$ cat src/rtl/mem_port_arbiter_if.sv
// mem_port_arbiter_if: cpu inst/data request ports plus the shared memory port
interface mem_port_arbiter_if #(
  parameter int ADDR_WIDTH = 32,
  parameter int DATA_WIDTH = 32
);
  logic                    inst_read;
  logic [ADDR_WIDTH-1:0]   inst_addr;
  logic                    inst_resp;
  logic [DATA_WIDTH-1:0]   inst_rdata;
  logic                    data_read;
  logic                    data_write;
  logic [DATA_WIDTH/8-1:0] data_mbe;
  logic [ADDR_WIDTH-1:0]   data_addr;
  logic [DATA_WIDTH-1:0]   data_wdata;
  logic                    data_resp;
  logic [DATA_WIDTH-1:0]   data_rdata;
  logic                    mem_read;
  logic                    mem_write;
  logic [DATA_WIDTH/8-1:0] mem_mbe;
  logic [ADDR_WIDTH-1:0]   mem_addr;
  logic [DATA_WIDTH-1:0]   mem_wdata;
  logic                    mem_resp;
  logic [DATA_WIDTH-1:0]   mem_rdata;
  logic                    busy;
  modport slave (
    input  inst_read, inst_addr, data_read, data_write, data_mbe, data_addr, data_wdata, mem_resp, mem_rdata,
    output inst_resp, inst_rdata, data_resp, data_rdata, mem_read, mem_write, mem_mbe, mem_addr, mem_wdata, busy
  );
  modport master (
    output inst_read, inst_addr, data_read, data_write, data_mbe, data_addr, data_wdata, mem_resp, mem_rdata,
    input  inst_resp, inst_rdata, data_resp, data_rdata, mem_read, mem_write, mem_mbe, mem_addr, mem_wdata, busy
  );
endinterface

$ cat src/rtl/mem_port_arbiter.sv
// mem_port_arbiter: shares one memory port between instruction fetch and data load/store
module mem_port_arbiter #(
  parameter int ADDR_WIDTH = 32,
  parameter int DATA_WIDTH = 32,
  parameter int ARB_POLICY = 0
) (
  input logic clk,
  input logic rst,
  mem_port_arbiter_if.slave bus
);
  typedef enum logic [1:0] {IDLE, INST, DATA} state_t;
  state_t state, state_nxt;
  logic last_data;
  logic data_req, grant_data, grant_inst, done;
  assign data_req = bus.data_read | bus.data_write;
  assign done = (state != IDLE) & bus.mem_resp;
  // arbitration and next state; a tie goes to data under fixed priority or when inst won last
  always_comb begin
    grant_data = (state == IDLE) && data_req && (!bus.inst_read || ARB_POLICY == 1 || !last_data);
    grant_inst = (state == IDLE) && bus.inst_read && !grant_data;
    state_nxt  = grant_data ? DATA : grant_inst ? INST : done ? IDLE : state;
  end
  // state register and last-grant memory
  always_ff @(posedge clk) begin
    if (rst) begin
      state     <= IDLE;
      last_data <= 1'b0;
    end else begin
      state     <= state_nxt;
      last_data <= grant_data ? 1'b1 : grant_inst ? 1'b0 : last_data;
    end
  end
  // registered downstream command, held until the memory completes
  always_ff @(posedge clk) begin
    if (rst) begin
      bus.mem_read  <= 1'b0;
      bus.mem_write <= 1'b0;
      bus.mem_mbe   <= '0;
      bus.mem_addr  <= '0;
      bus.mem_wdata <= '0;
    end else if (grant_inst) begin
      bus.mem_read  <= 1'b1;
      bus.mem_write <= 1'b0;
      bus.mem_mbe   <= '1;
      bus.mem_addr  <= bus.inst_addr;
    end else if (grant_data) begin
      bus.mem_read  <= bus.data_read & ~bus.data_write;
      bus.mem_write <= bus.data_write;
      bus.mem_mbe   <= bus.data_mbe;
      bus.mem_addr  <= bus.data_addr;
      bus.mem_wdata <= bus.data_wdata;
    end else if (done) begin
      bus.mem_read  <= 1'b0;
      bus.mem_write <= 1'b0;
    end
  end
  // simultaneous data read and write is a requester bug; write wins in hardware
  always_ff @(posedge clk) begin
    if (!rst) assert (!(bus.data_read && bus.data_write));
  end
  // completion pulses follow mem_resp for the granted side only; read data passes straight through
  always_comb begin
    bus.busy       = state != IDLE;
    bus.inst_resp  = (state == INST) & bus.mem_resp;
    bus.data_resp  = (state == DATA) & bus.mem_resp;
    bus.inst_rdata = bus.mem_rdata;
    bus.data_rdata = bus.mem_rdata;
  end
endmodule

$ cat src/flat_wrapper.sv
// flat-port wrapper written by rule: the top's interface ports become plain ports
module mem_port_arbiter_flat 
#(
  parameter int ADDR_WIDTH = 32,
  parameter int DATA_WIDTH = 32,
  parameter int ARB_POLICY = 0
)
  (clk, rst, bus_inst_read, bus_inst_addr, bus_data_read, bus_data_write, bus_data_mbe, bus_data_addr, bus_data_wdata, bus_mem_resp, bus_mem_rdata, bus_inst_resp, bus_inst_rdata, bus_data_resp, bus_data_rdata, bus_mem_read, bus_mem_write, bus_mem_mbe, bus_mem_addr, bus_mem_wdata, bus_busy);
  mem_port_arbiter_if #(.ADDR_WIDTH(ADDR_WIDTH), .DATA_WIDTH(DATA_WIDTH)) bus_i ();
  input logic clk;
  input logic rst;
  input wire logic [$bits(bus_i.inst_read)-1:0] bus_inst_read;
  input wire logic [$bits(bus_i.inst_addr)-1:0] bus_inst_addr;
  input wire logic [$bits(bus_i.data_read)-1:0] bus_data_read;
  input wire logic [$bits(bus_i.data_write)-1:0] bus_data_write;
  input wire logic [$bits(bus_i.data_mbe)-1:0] bus_data_mbe;
  input wire logic [$bits(bus_i.data_addr)-1:0] bus_data_addr;
  input wire logic [$bits(bus_i.data_wdata)-1:0] bus_data_wdata;
  input wire logic [$bits(bus_i.mem_resp)-1:0] bus_mem_resp;
  input wire logic [$bits(bus_i.mem_rdata)-1:0] bus_mem_rdata;
  output wire logic [$bits(bus_i.inst_resp)-1:0] bus_inst_resp;
  output wire logic [$bits(bus_i.inst_rdata)-1:0] bus_inst_rdata;
  output wire logic [$bits(bus_i.data_resp)-1:0] bus_data_resp;
  output wire logic [$bits(bus_i.data_rdata)-1:0] bus_data_rdata;
  output wire logic [$bits(bus_i.mem_read)-1:0] bus_mem_read;
  output wire logic [$bits(bus_i.mem_write)-1:0] bus_mem_write;
  output wire logic [$bits(bus_i.mem_mbe)-1:0] bus_mem_mbe;
  output wire logic [$bits(bus_i.mem_addr)-1:0] bus_mem_addr;
  output wire logic [$bits(bus_i.mem_wdata)-1:0] bus_mem_wdata;
  output wire logic [$bits(bus_i.busy)-1:0] bus_busy;
  assign bus_i.inst_read = bus_inst_read;
  assign bus_i.inst_addr = bus_inst_addr;
  assign bus_i.data_read = bus_data_read;
  assign bus_i.data_write = bus_data_write;
  assign bus_i.data_mbe = bus_data_mbe;
  assign bus_i.data_addr = bus_data_addr;
  assign bus_i.data_wdata = bus_data_wdata;
  assign bus_i.mem_resp = bus_mem_resp;
  assign bus_i.mem_rdata = bus_mem_rdata;
  assign bus_inst_resp = bus_i.inst_resp;
  assign bus_inst_rdata = bus_i.inst_rdata;
  assign bus_data_resp = bus_i.data_resp;
  assign bus_data_rdata = bus_i.data_rdata;
  assign bus_mem_read = bus_i.mem_read;
  assign bus_mem_write = bus_i.mem_write;
  assign bus_mem_mbe = bus_i.mem_mbe;
  assign bus_mem_addr = bus_i.mem_addr;
  assign bus_mem_wdata = bus_i.mem_wdata;
  assign bus_busy = bus_i.busy;
  mem_port_arbiter #(.ADDR_WIDTH(ADDR_WIDTH), .DATA_WIDTH(DATA_WIDTH), .ARB_POLICY(ARB_POLICY)) u_core (.clk(clk), .rst(rst), .bus(bus_i));
endmodule
$ cat config.mk
export PLATFORM = sky130hd
export DESIGN_NAME = mem_port_arbiter_flat
export DESIGN_NICKNAME = d
export VERILOG_FILES = /design/src/rtl/mem_port_arbiter_if.sv /design/src/rtl/mem_port_arbiter.sv /design/src/flat_wrapper.sv
export SDC_FILE = /design/constraint.sdc
export NUM_CORES = 1
export LEC_CHECK = 0
export CORE_AREA = 2 2 107 109
export DETAILED_ROUTE_END_ITERATION = 10
export DIE_AREA = 0 0 109 111
export GPL_TIMING_DRIVEN = 0
export PLACE_DENSITY = 0.8
export SLEW_MARGIN = 25
export SYNTH_ARGS = -nofsm -noshare
export SYNTH_HDL_FRONTEND = slang
export SYNTH_SLANG_ARGS = --single-unit
$ cat constraint.sdc
create_clock -name clk -period 1.6 [get_ports clk]
set_input_delay 0.24 -clock clk [delete_from_list [all_inputs] [get_ports clk]]
set_output_delay 0.24 -clock clk [all_outputs]
set_load 0.01 [all_outputs]
Word-level counts from Yosys, hierarchy flattened:

Index checks and enable logic that the tools add are counted.

* memories: 0
* memory bits (writable): 0
* word-level logic and storage cells: 47
* bits in latches: 0
* register bits: 73
* input port bits: 138
* bits in read-only memories: 0
* output and inout port bits: 137

* div/mod/pow operators: 0
* $mul: 0
* multiplexer cells: 13
* $lt $le $gt $ge: 0
* bitwise gates (word level): 7
* eq/ne operators: 2
* $add $sub $neg: 0
* reductions and logical operators: 17
* shift-type cells: 0

Operators with widths (number)
* $mux W32: 2
* $mux W4: 2
* $reduce_bool A2 Y1: 4
* $mux W1: 6
* $mux W2: 3
* $and A1 B1 Y1: 4
* $logic_and A1 B1 Y1: 4
* $reduce_or A2 Y1: 2
* $logic_not A1 Y1: 3
* $reduce_bool A3 Y1: 1
* $eq A2 B1 Y1 const B: 1
* $eq A2 B2 Y1 const B: 1
* $logic_not A2 Y1: 1
* $not A1 Y1: 2
* $reduce_and A2 Y1: 1
* $logic_or A1 B1 Y1: 1
* $or A1 B1 Y1: 1

Logic depth before layout (Yosys ltp):

Gate-level depths: netlist (run 1).

* depth after elaboration: 7
* gate-level depth with buffers: 6
* depth with buffers taken out: 4

Worst setup path before layout (run 1):

OpenSTA, ideal clock, no wires.

* kind: reg2reg
* start: register u_core.state[0]
* end: register u_core.bus.mem_addr[10]
* stages on the path, launching flop included: 7
* required time: 1.453 ns
* clock period less this slack: 1.398 ns
* setup slack: 0.202 ns
* library setup time: 0.147 ns
* arrival time: 1.251 ns
* cell sequence: dfxtp_1 -> buf_2 -> or3b_1 -> buf_2 -> buf_2 -> nand2_1 -> a311oi_2

* longest elaborated chain between the ends: 6
* elaborated cells between the ends (all ways): 8
* classes of those cells: mux (1); reduce/logical (7)

RTL lines
* start, declared: RTL line mem_port_arbiter.sv:12 `state_t state, state_nxt;`
* start signal, assigned: RTL line mem_port_arbiter.sv:29 `state <= state_nxt;`
* $logic_not A2 Y1 *: RTL line mem_port_arbiter.sv:19, mem_port_arbiter.sv:20
* $logic_and A1 B1 Y1 (2 in series): RTL line mem_port_arbiter.sv:19 `grant_data = (state == IDLE) && data_req && (!bus.inst_read || ARB_POLICY == 1 || !last_data);`
* $logic_not A1 Y1: RTL line mem_port_arbiter.sv:20 `grant_inst = (state == IDLE) && bus.inst_read && !grant_data;`
* $logic_and A1 B1 Y1: RTL line mem_port_arbiter.sv:20
* $mux W32 or $reduce_bool A2 Y1 (tied branches)
* end signal, assigned: RTL line mem_port_arbiter.sv:45 `bus.mem_addr <= bus.inst_addr;`
* end signal, assigned: RTL line mem_port_arbiter.sv:50 `bus.mem_addr <= bus.data_addr;`
* end, declared: RTL line mem_port_arbiter_if.sv:27 `output inst_resp, inst_rdata, data_resp, data_rdata, mem_read, mem_write, mem_mbe, mem_addr, mem_wdata, busy`

Every way passes the cells marked *; elsewhere a longest branch is shown, timed or not.
A chain may end at the register's enable or synchronous reset.

Final worst setup path (run 1):

* start: input port bus_data_read
* end: register u_core.bus.mem_wdata[3]

* longest elaborated chain between the ends: 7

RTL lines
* start, declared: RTL line flat_wrapper.sv:14 `input wire logic [$bits(bus_i.data_read)-1:0] bus_data_read;`
* $or A1 B1 Y1 *: RTL line mem_port_arbiter.sv:15 `assign data_req = bus.data_read | bus.data_write;`
* $logic_and A1 B1 Y1 * (2 in series): RTL line mem_port_arbiter.sv:19
* $logic_not A1 Y1: RTL line mem_port_arbiter.sv:20
* $logic_and A1 B1 Y1: RTL line mem_port_arbiter.sv:20
* $not A1 Y1 (no line)
* $reduce_and A2 Y1 (no line) *
* end signal, assigned: RTL line mem_port_arbiter.sv:51 `bus.mem_wdata <= bus.data_wdata;`
* end, declared: RTL line mem_port_arbiter_if.sv:27

Marked as above.

==> metrics.md, run 1 <==
| Metric | Value |
|---|---|
| Actual slew at the worst max-slew pin | `between 600 and 700 ps` |
| Cell count after synthesis | `approximately 440` |
| Final hold slack | `between 300 and 400 ps` |
| Register bit count reported by yosys | `73` |
| Slowest cell on the critical path | `clkdlybuf4s50_1` |
| Setup WS pre-CTS | `-463 ps` |
| Register Area | `~1500 µm²` |
| Max Clock Freq | `between 0.6 and 0.7 GHz` |
| Number of antenna violations at the first check in global routing | `0` |
| Clk_lat worst skew | `around 330 ps` |
| Overflow left after global routing | `0` |
| Total area of multi-input combinational cells | `about 1600 µm²` |
| Cell-by-cell trace of the critical path | `clkdlybuf4s50_1, o2bb2ai_4, buf_4, clkbuf_1, o21ai_0, a21oi_1` |
| Total clock sinks | `73` |
| Fraction of final layout cells with drive strength greater than 1 | `a little over a fifth` |
| Number of levels in the clock H-tree | `3` |
| Number of nets in the synthesized netlist | `between 500 and 600` |
| Final sum of negative setup slack | `0 ps` |
| Detailed-route vias per instance | `around 4.9` |
| Kind of end point of the critical path | `register` |
| Status | `complete, no violations` |
| Register area share after synthesis | `39.2%` |
| Largest net degree at the start of global routing | `12` |
| Layout Cell Area excl Fill | `6710 µm²` |
| Startpoint-to-endpoint class of the critical path | `in -> reg` |
| Post-route worst setup slack | `around 53 ps` |
| PD cells | `between 900 and 1000 nW/µm²` |
| CTS clk-pin slew, worst paths | `60 ps` |
| Clock tree buffer depth | `2` |
| Mapped Area | `3720 µm²` |
| Floorplan Core Area | `~11,000 µm²` |
| # DRC | `0` |
| CTS tree | `done` |
| Area of the die | `approximately 12,000 µm²` |
| Synth area leader | `dfxtp_1` |
| Clock root cell | `clkbuf_16` |
| Wire length of the first global-routing pass | `20,700 µm` |
| Top library cells by usage in the layout, fill and taps aside | `clkdlybuf4s50_1, buf_4, dfxtp_1` |
| Tcrit/Tclk final | `approximately 97%` |
| Worst slew margin relative to its limit | `54.2%` |
| Highest ir drop seen on vdd | `0.000439 V` |
| Area overhead of the layout relative to synthesis | `80.2%` |
| Final design utilization | `60.6%` |
| GRT Util Overall | `a little over a fifth` |
| Routed wirelength normalized by instance count | `roughly 17 µm` |
| Number of unique standard cell types used by synthesis | `27` |
| Length of the first detailed-routing pass in iterations | `4` |
| Effective utilization at floorplan | `roughly 34%` |
| Post-DP HPWL | `between 10,000 and 15,000 µm` |
| Data required time at the worst endpoint | `between 1500 and 2000 ps` |
| Number of endpoints with negative hold slack in the final report | `0` |
| Count of input and output buffers | `about 240` |
| Synthesis Warnings | `0` |
| Die extent in x | `109 µm` |
| Ports placed on the boundary | `between 200 and 300` |
| Antenna cells | `0` |
| Post-route non-filler standard cell count | `about 840` |
| Area of placed instances | `6310 µm²` |
| Cell count of the worst hold path | `3` |
| Initial drt markers | `slightly above 200` |
| Critical path launch point type | `input pin` |
| DRT antenna net count | `0` |
| Commonest non-fill, non-tap cell in the layout | `clkdlybuf4s50_1` |
| Arrival time at the worst endpoint | `~1800 ps` |
| Placed Cells incl. Taps | `slightly above 800` |
| Class of the most critical hold timing path | `in -> reg` |
| Maximum fanout count along the critical path | `10` |
| Worst setup skew after layout | `between 4 and 5 ps` |
| Total wire length after detailed routing | `14,000 µm` |
| Number of fill cells in the layout | `slightly below 1,000` |
| Most area-consuming cells after synthesis | `dfxtp_1, buf_4, a311oi_2` |
| Post-Syn Area per Cell | `between 8 and 9 µm²` |
| Maximum cell stage delay along the critical path | `roughly 510 ps` |
| Period minus WS final | `approximately 1500 ps` |
| Leakage power total | `roughly 2.6 nW` |
| Pins over their slew limit | `0` |
| Design Power | `6.18 mW` |
| Area share of the largest cell type after synthesis | `about two fifths` |
| NumNets Final | `~840` |
| Via Count | `approximately 4,200` |
| Max cap viols | `0` |
| Std-Cell Rows | `39` |
| CTS Buf Count | `9` |
| FF-to-FF path depth | `6` |
| DIE HEIGHT | `about 110 µm` |
| Unrepaired setup endpoints after global routing | `true` |
| Vias in the first global route | `between 4,000 and 5,000` |
| Placer's final routability congestion estimate | `0.803` |
| # setup viols final | `0` |
## cell type report
class,count,share of cell area (%)
repair buffers,246,36.6
multi-input cells,260,24.0
flip-flops and latches,73,21.8
plain buffers,105,10.9
clock buffers,11,3.62
well taps,143,2.67
clock inverters,4,0.298
inverters,2,0.186
## cells in the mapped netlist
cell type / count
buf_6: 3
nor3b_1: 1
a311oi_2: 26
nor3b_4: 1
buf_2: 11
buf_1: 1
and3_1: 1
clkinv_1: 1
dfxtp_1: 73
o21ai_0: 34
or3b_1: 1
buf_4: 71
inv_1: 1
nor3_1: 33
o211ai_1: 1
a32oi_1: 1
a2bb2oi_1: 1
nand2_2: 1
nand2_1: 68
o22ai_1: 4
a311oi_1: 7
a21oi_1: 39
nor2_4: 1
nand3_1: 37
o2bb2ai_2: 1
clkbuf_1: 20
nor2_1: 2
## repair_timing
action | 4_1_cts | 5_1_grt
setup endpoints to repair | 72 | 50
pin swaps | 1 | 2
resized for setup | 21 | 32
hold buffers | 0 | 0
setup buffers | 4 | 1
## worst max-delay path: cells and delay by family
family,cells,cell delay [ps]
compound gates,3,600
buf+inv,3,970
## power by group
group,total [mW],internal [mW],leakage [nW],switching [mW]
sequential,2.16,2.04,0.605,0.122
combinational,2.19,1.20,1.83,0.994
clock,1.83,1.07,0.135,0.755
total,6.18,4.31,2.57,1.87
## metal layers
metal / global-route usage, % / share of wire, %
met1: 23.6 / 38
met2: 39.4 / 52
met3: 7.11 / 9.7
met4: 7.35 / 0.94
met5: 0 / 0
## worst paths after layout
kind	start	end	slack [ps]
hold / removal	bus_data_write	u_core.bus.mem_write$_SDFFE_PP0P_	310
setup reg to reg	u_core.state[1]$_SDFFE_PP0P_	u_core.bus.mem_addr[3]$_SDFFE_PP0P_	60
hold reg to reg	u_core.bus.mem_wdata[7]$_SDFFE_PP0P_	u_core.bus.mem_wdata[7]$_SDFFE_PP0P_	480
setup / recovery	bus_data_read	u_core.bus.mem_wdata[3]$_SDFFE_PP0P_	50
## cells by family after synthesis
kind of cell	share of synthesized area, %
buf+inv	19.0
flops	39.2
compound gates	23.7
simple gates	18.0
## state kept, by name, indices dropped and copies added (netlist names)
signal                cells
u_core.bus.mem_addr      32
u_core.bus.mem_write      1
u_core.last_data          1
u_core.bus.mem_read       1
u_core.state              2
u_core.bus.mem_wdata     32
u_core.bus.mem_mbe        4
Note: power is estimated with default switching activity, not from simulation.
==> inputs of run 2 (changes only) <==
Settings changed: GPL_ROUTABILITY_DRIVEN set to 1.
==> results of run 2 <==
The final DEF is identical to that of run 1; final timing and power are the same.
==> inputs of run 3 (changes only) <==
Settings changed: RECOVER_POWER set to 25.
Clock period 1.6 ns to 1.5 ns, I/O delays scaled along.
==> run 3 against run 2 <==
Against the previous run:
- final cell count is the same
- critical path depth shrank 2
- wire length shrank 0.40%
- sequential share of layout area shrank 0.15 points
- global-route usage is essentially flat
==> metrics.md, run 3 (synthesis gave the netlist of run 1 again) <==
| Metric | Value |
|---|---|
| Slowest cell on the critical path | `dfxtp_4 (was clkdlybuf4s50_1)` |
| Length of the first detailed-routing pass in iterations | `4 (unchanged)` |
| Area of the die | `12,100 µm² (unchanged)` |
| Hold buffer count at cts | `0 (unchanged)` |
| Placer's final routability congestion estimate | `0.803 (unchanged)` |
| CTS clk-pin slew, worst paths | `60 ps (about the same)` |
| Maximum fanout count along the critical path | `10 (unchanged)` |
| Start point of the worst hold path | `bus_data_write (unchanged)` |
| Overflow left after global routing | `0 (unchanged)` |
| Commonest non-fill, non-tap cell in the layout | `clkdlybuf4s50_1 (unchanged)` |
| Clock tree buffer depth | `2 (unchanged)` |
| Max cap viols | `0 (unchanged)` |
| Cell-by-cell trace of the critical path | `nor2_4, clkinv_4, clkbuf_4, buf_2 (was clkdlybuf4s50_1, o2bb2ai_4, buf_4, clkbuf_1, o21ai_0, a21oi_1)` |
| Wire length of the first global-routing pass | `20,800 µm (was 20,700 µm)` |
| Max Clock Freq | `0.683 GHz` |
| Crit path buf inv count | `3 (unchanged)` |
| Maximum cell stage delay along the critical path | `370 ps (was 510 ps)` |
| CTS tree | `done (unchanged)` |
| Total clock sinks | `73 (unchanged)` |
| Period minus WS final | `between 1000 and 1500 ps` |
| Detailed-route vias per instance | `4.93 (about the same)` |
| Area of placed instances | `6310 µm² (unchanged)` |
| Leakage power total | `2.67 nW (was 2.57 nW)` |
| Effective utilization at floorplan | `33.6% (unchanged)` |
| DRT antenna net count | `0 (unchanged)` |
| Registers with the highest flip-flop counts | `u_core.bus.mem_addr x32, u_core.bus.mem_wdata x32, u_core.bus.mem_mbe x4 (unchanged)` |
| Worst slew margin relative to its limit | `54.3% (was 54.2%)` |
| Critical path launch point type | `register (was input pin)` |
| Initial drt markers | `203 (was 204)` |
| Number of antenna violations at the first check in global routing | `0 (unchanged)` |
| # DRC | `0 (unchanged)` |
| NumNets Final | `835 (unchanged)` |
| Data required time at the worst endpoint | `1270 ps (was 1850 ps)` |
| Class of the most critical hold timing path | `in -> reg (unchanged)` |
| DIE HEIGHT | `111 µm (unchanged)` |
| Kind of cell adding the most delay to the critical path | `buffers and inverters (unchanged)` |
| Antenna cells | `0 (unchanged)` |
| Worst setup skew after layout | `5.92 ps (was 4.90 ps)` |
| Setup WS pre-CTS | `-548 ps (was -463 ps)` |
| Total wire length after detailed routing | `13,900 µm (was 14,000 µm)` |
| Layout Cell Area excl Fill | `6790 µm² (was 6710 µm²)` |
| Top library cells by usage in the layout, fill and taps aside | `clkdlybuf4s50_1, buf_4, dfxtp_1 (unchanged)` |
| GRT Util Overall | `21.9% (about the same)` |
| Largest net degree at the start of global routing | `12 (unchanged)` |
| Unrepaired setup endpoints after global routing | `true (unchanged)` |
| # setup viols final | `0 (unchanged)` |
| Die extent in x | `109 µm (unchanged)` |
| Status | `complete, no violations (unchanged)` |
| Vias in the first global route | `4,102 (was 4,101)` |
| CTS Buf Count | `9 (unchanged)` |
| RR Startpoint | `u_core.state[0]$_SDFFE_PP0P_ (was u_core.state[1]$_SDFFE_PP0P_)` |
| Tcrit/Tclk final | `a little over nine tenths` |
| Std-Cell Rows | `39 (unchanged)` |
| Actual slew at the worst max-slew pin | `685 ps (was 687 ps)` |
| Floorplan Core Area | `11,100 µm² (unchanged)` |
| Fraction of final layout cells with drive strength greater than 1 | `23.4% (was 21.8%)` |
| PD cells | `972 nW/µm² (was 922 nW/µm²)` |
| Number of endpoints with negative hold slack in the final report | `0 (unchanged)` |
| Clk_lat worst skew | `330 ps (about the same)` |
| Post-route worst setup slack | `35.0 ps (was 52.8 ps)` |
| Launching element of the worst setup path | `u_core.state[0]$_SDFFE_PP0P_ (was bus_data_read)` |
| Area overhead of the layout relative to synthesis | `82.4% (was 80.2%)` |
| Routed wirelength normalized by instance count | `16.5 µm (about the same)` |
| Arrival time at the worst endpoint | `1240 ps (was 1800 ps)` |
| Number of fill cells in the layout | `955 (was 975)` |
| Ports placed on the boundary | `275 (unchanged)` |
| Highest ir drop seen on vdd | `0.000460 V (was 0.000439 V)` |
| Kind of end point of the critical path | `output pin (was register)` |
| Pins over their slew limit | `0 (unchanged)` |
| Via Count | `4,161 (was 4,157)` |
| Clock root cell | `clkbuf_16 (unchanged)` |
| Final sum of negative setup slack | `0 ps (unchanged)` |
| Post-DP HPWL | `10,700 µm (unchanged)` |
| Startpoint-to-endpoint class of the critical path | `reg -> out (was in -> reg)` |
| Count of input and output buffers | `241 (unchanged)` |
| Number of levels in the clock H-tree | `3 (unchanged)` |
-- run 3: cell count changes in the layout (fill, tap and decap cells not counted), sizes merged --
cell           before  now
clkdlybuf4s50     236  184
dlygate4sd3         0   47
dlymetal6s2s        1    5
buf                91   94
clkbuf             32   29
dlygate4sd2         2    3
-- run 3: power by group --
| group | internal, mW | total (mW) | switching (mW) |
|---|---|---|---|
| Combinational | 1.27 | 2.33 | 1.06 |
| Sequential | 2.18 | 2.32 | 0.137 |
| Clock | 1.14 | 1.95 | 0.809 |
| Total | 4.60 | 6.60 | 2.01 |
-- run 3: stage by stage --
step	hold WS, ps	total power [mW]	instances	util (%)
after floorplan	373	3.42	441	-
after global placement	460	4.54	825	57.0
after detailed placement	467	4.60	825	57.0
after CTS	383	6.61	843	60.0
after global routing	420	6.94	844	61.3
final	405	6.60	844	61.3
-- run 3: per-layer routing --
layer / vias to the layer above / routed length, µm / track usage (%)
met3: 11 / 1280 / 7.00
met5: - / 0 / 0
li1: 2003 / - / -
met1: 1984 / 5290 / 23.7
met4: 0 / 111 / 7.35
met2: 163 / 7230 / 39.5
-- run 3: tightest hold or removal path, delay by kind of cell --
| kind | cells | cell delay, ps |
|---|---|---|
| buffers and inverters | 1 | 310 |
| AO/OA/AOI/OAI | 1 | 50 |
| AND/OR/NAND/NOR | 1 | 100 |
-- run 3: final cells by class --
type	count	area [µm²]	area share, %
Sequential cell	73	1470	21.7
Tap cell	143	179	2.63
Timing Repair Buffer	248	2490	36.7
Buffer	103	737	10.9
Inverter	2	12.5	0.184
Multi-Input combinational cell	260	1640	24.2
Clock inverter	4	20.0	0.295
Clock buffer	11	243	3.57
-- run 3: path summary, 6_finish.rpt --
| path | endpoint | slack [ps] | cells past startpoint |
|---|---|---|---|
| setup / recovery | bus_busy | 40 | 4 |
| hold / removal | u_core.bus.mem_write$_SDFFE_PP0P_ | 410 | 3 |
| setup reg to reg | u_core.bus.mem_addr[10]$_SDFFE_PP0P_ | 50 | 6 |
| hold reg to reg | u_core.bus.mem_wdata[7]$_SDFFE_PP0P_ | 480 | 2 |
-- run 3: repair_timing --
item,CTS,global route
setup endpoints to repair,73,64
gates resized for setup,31,47
setup buffers,6,1
pin swaps,4,2
endpoints found under the hold margin,0,0
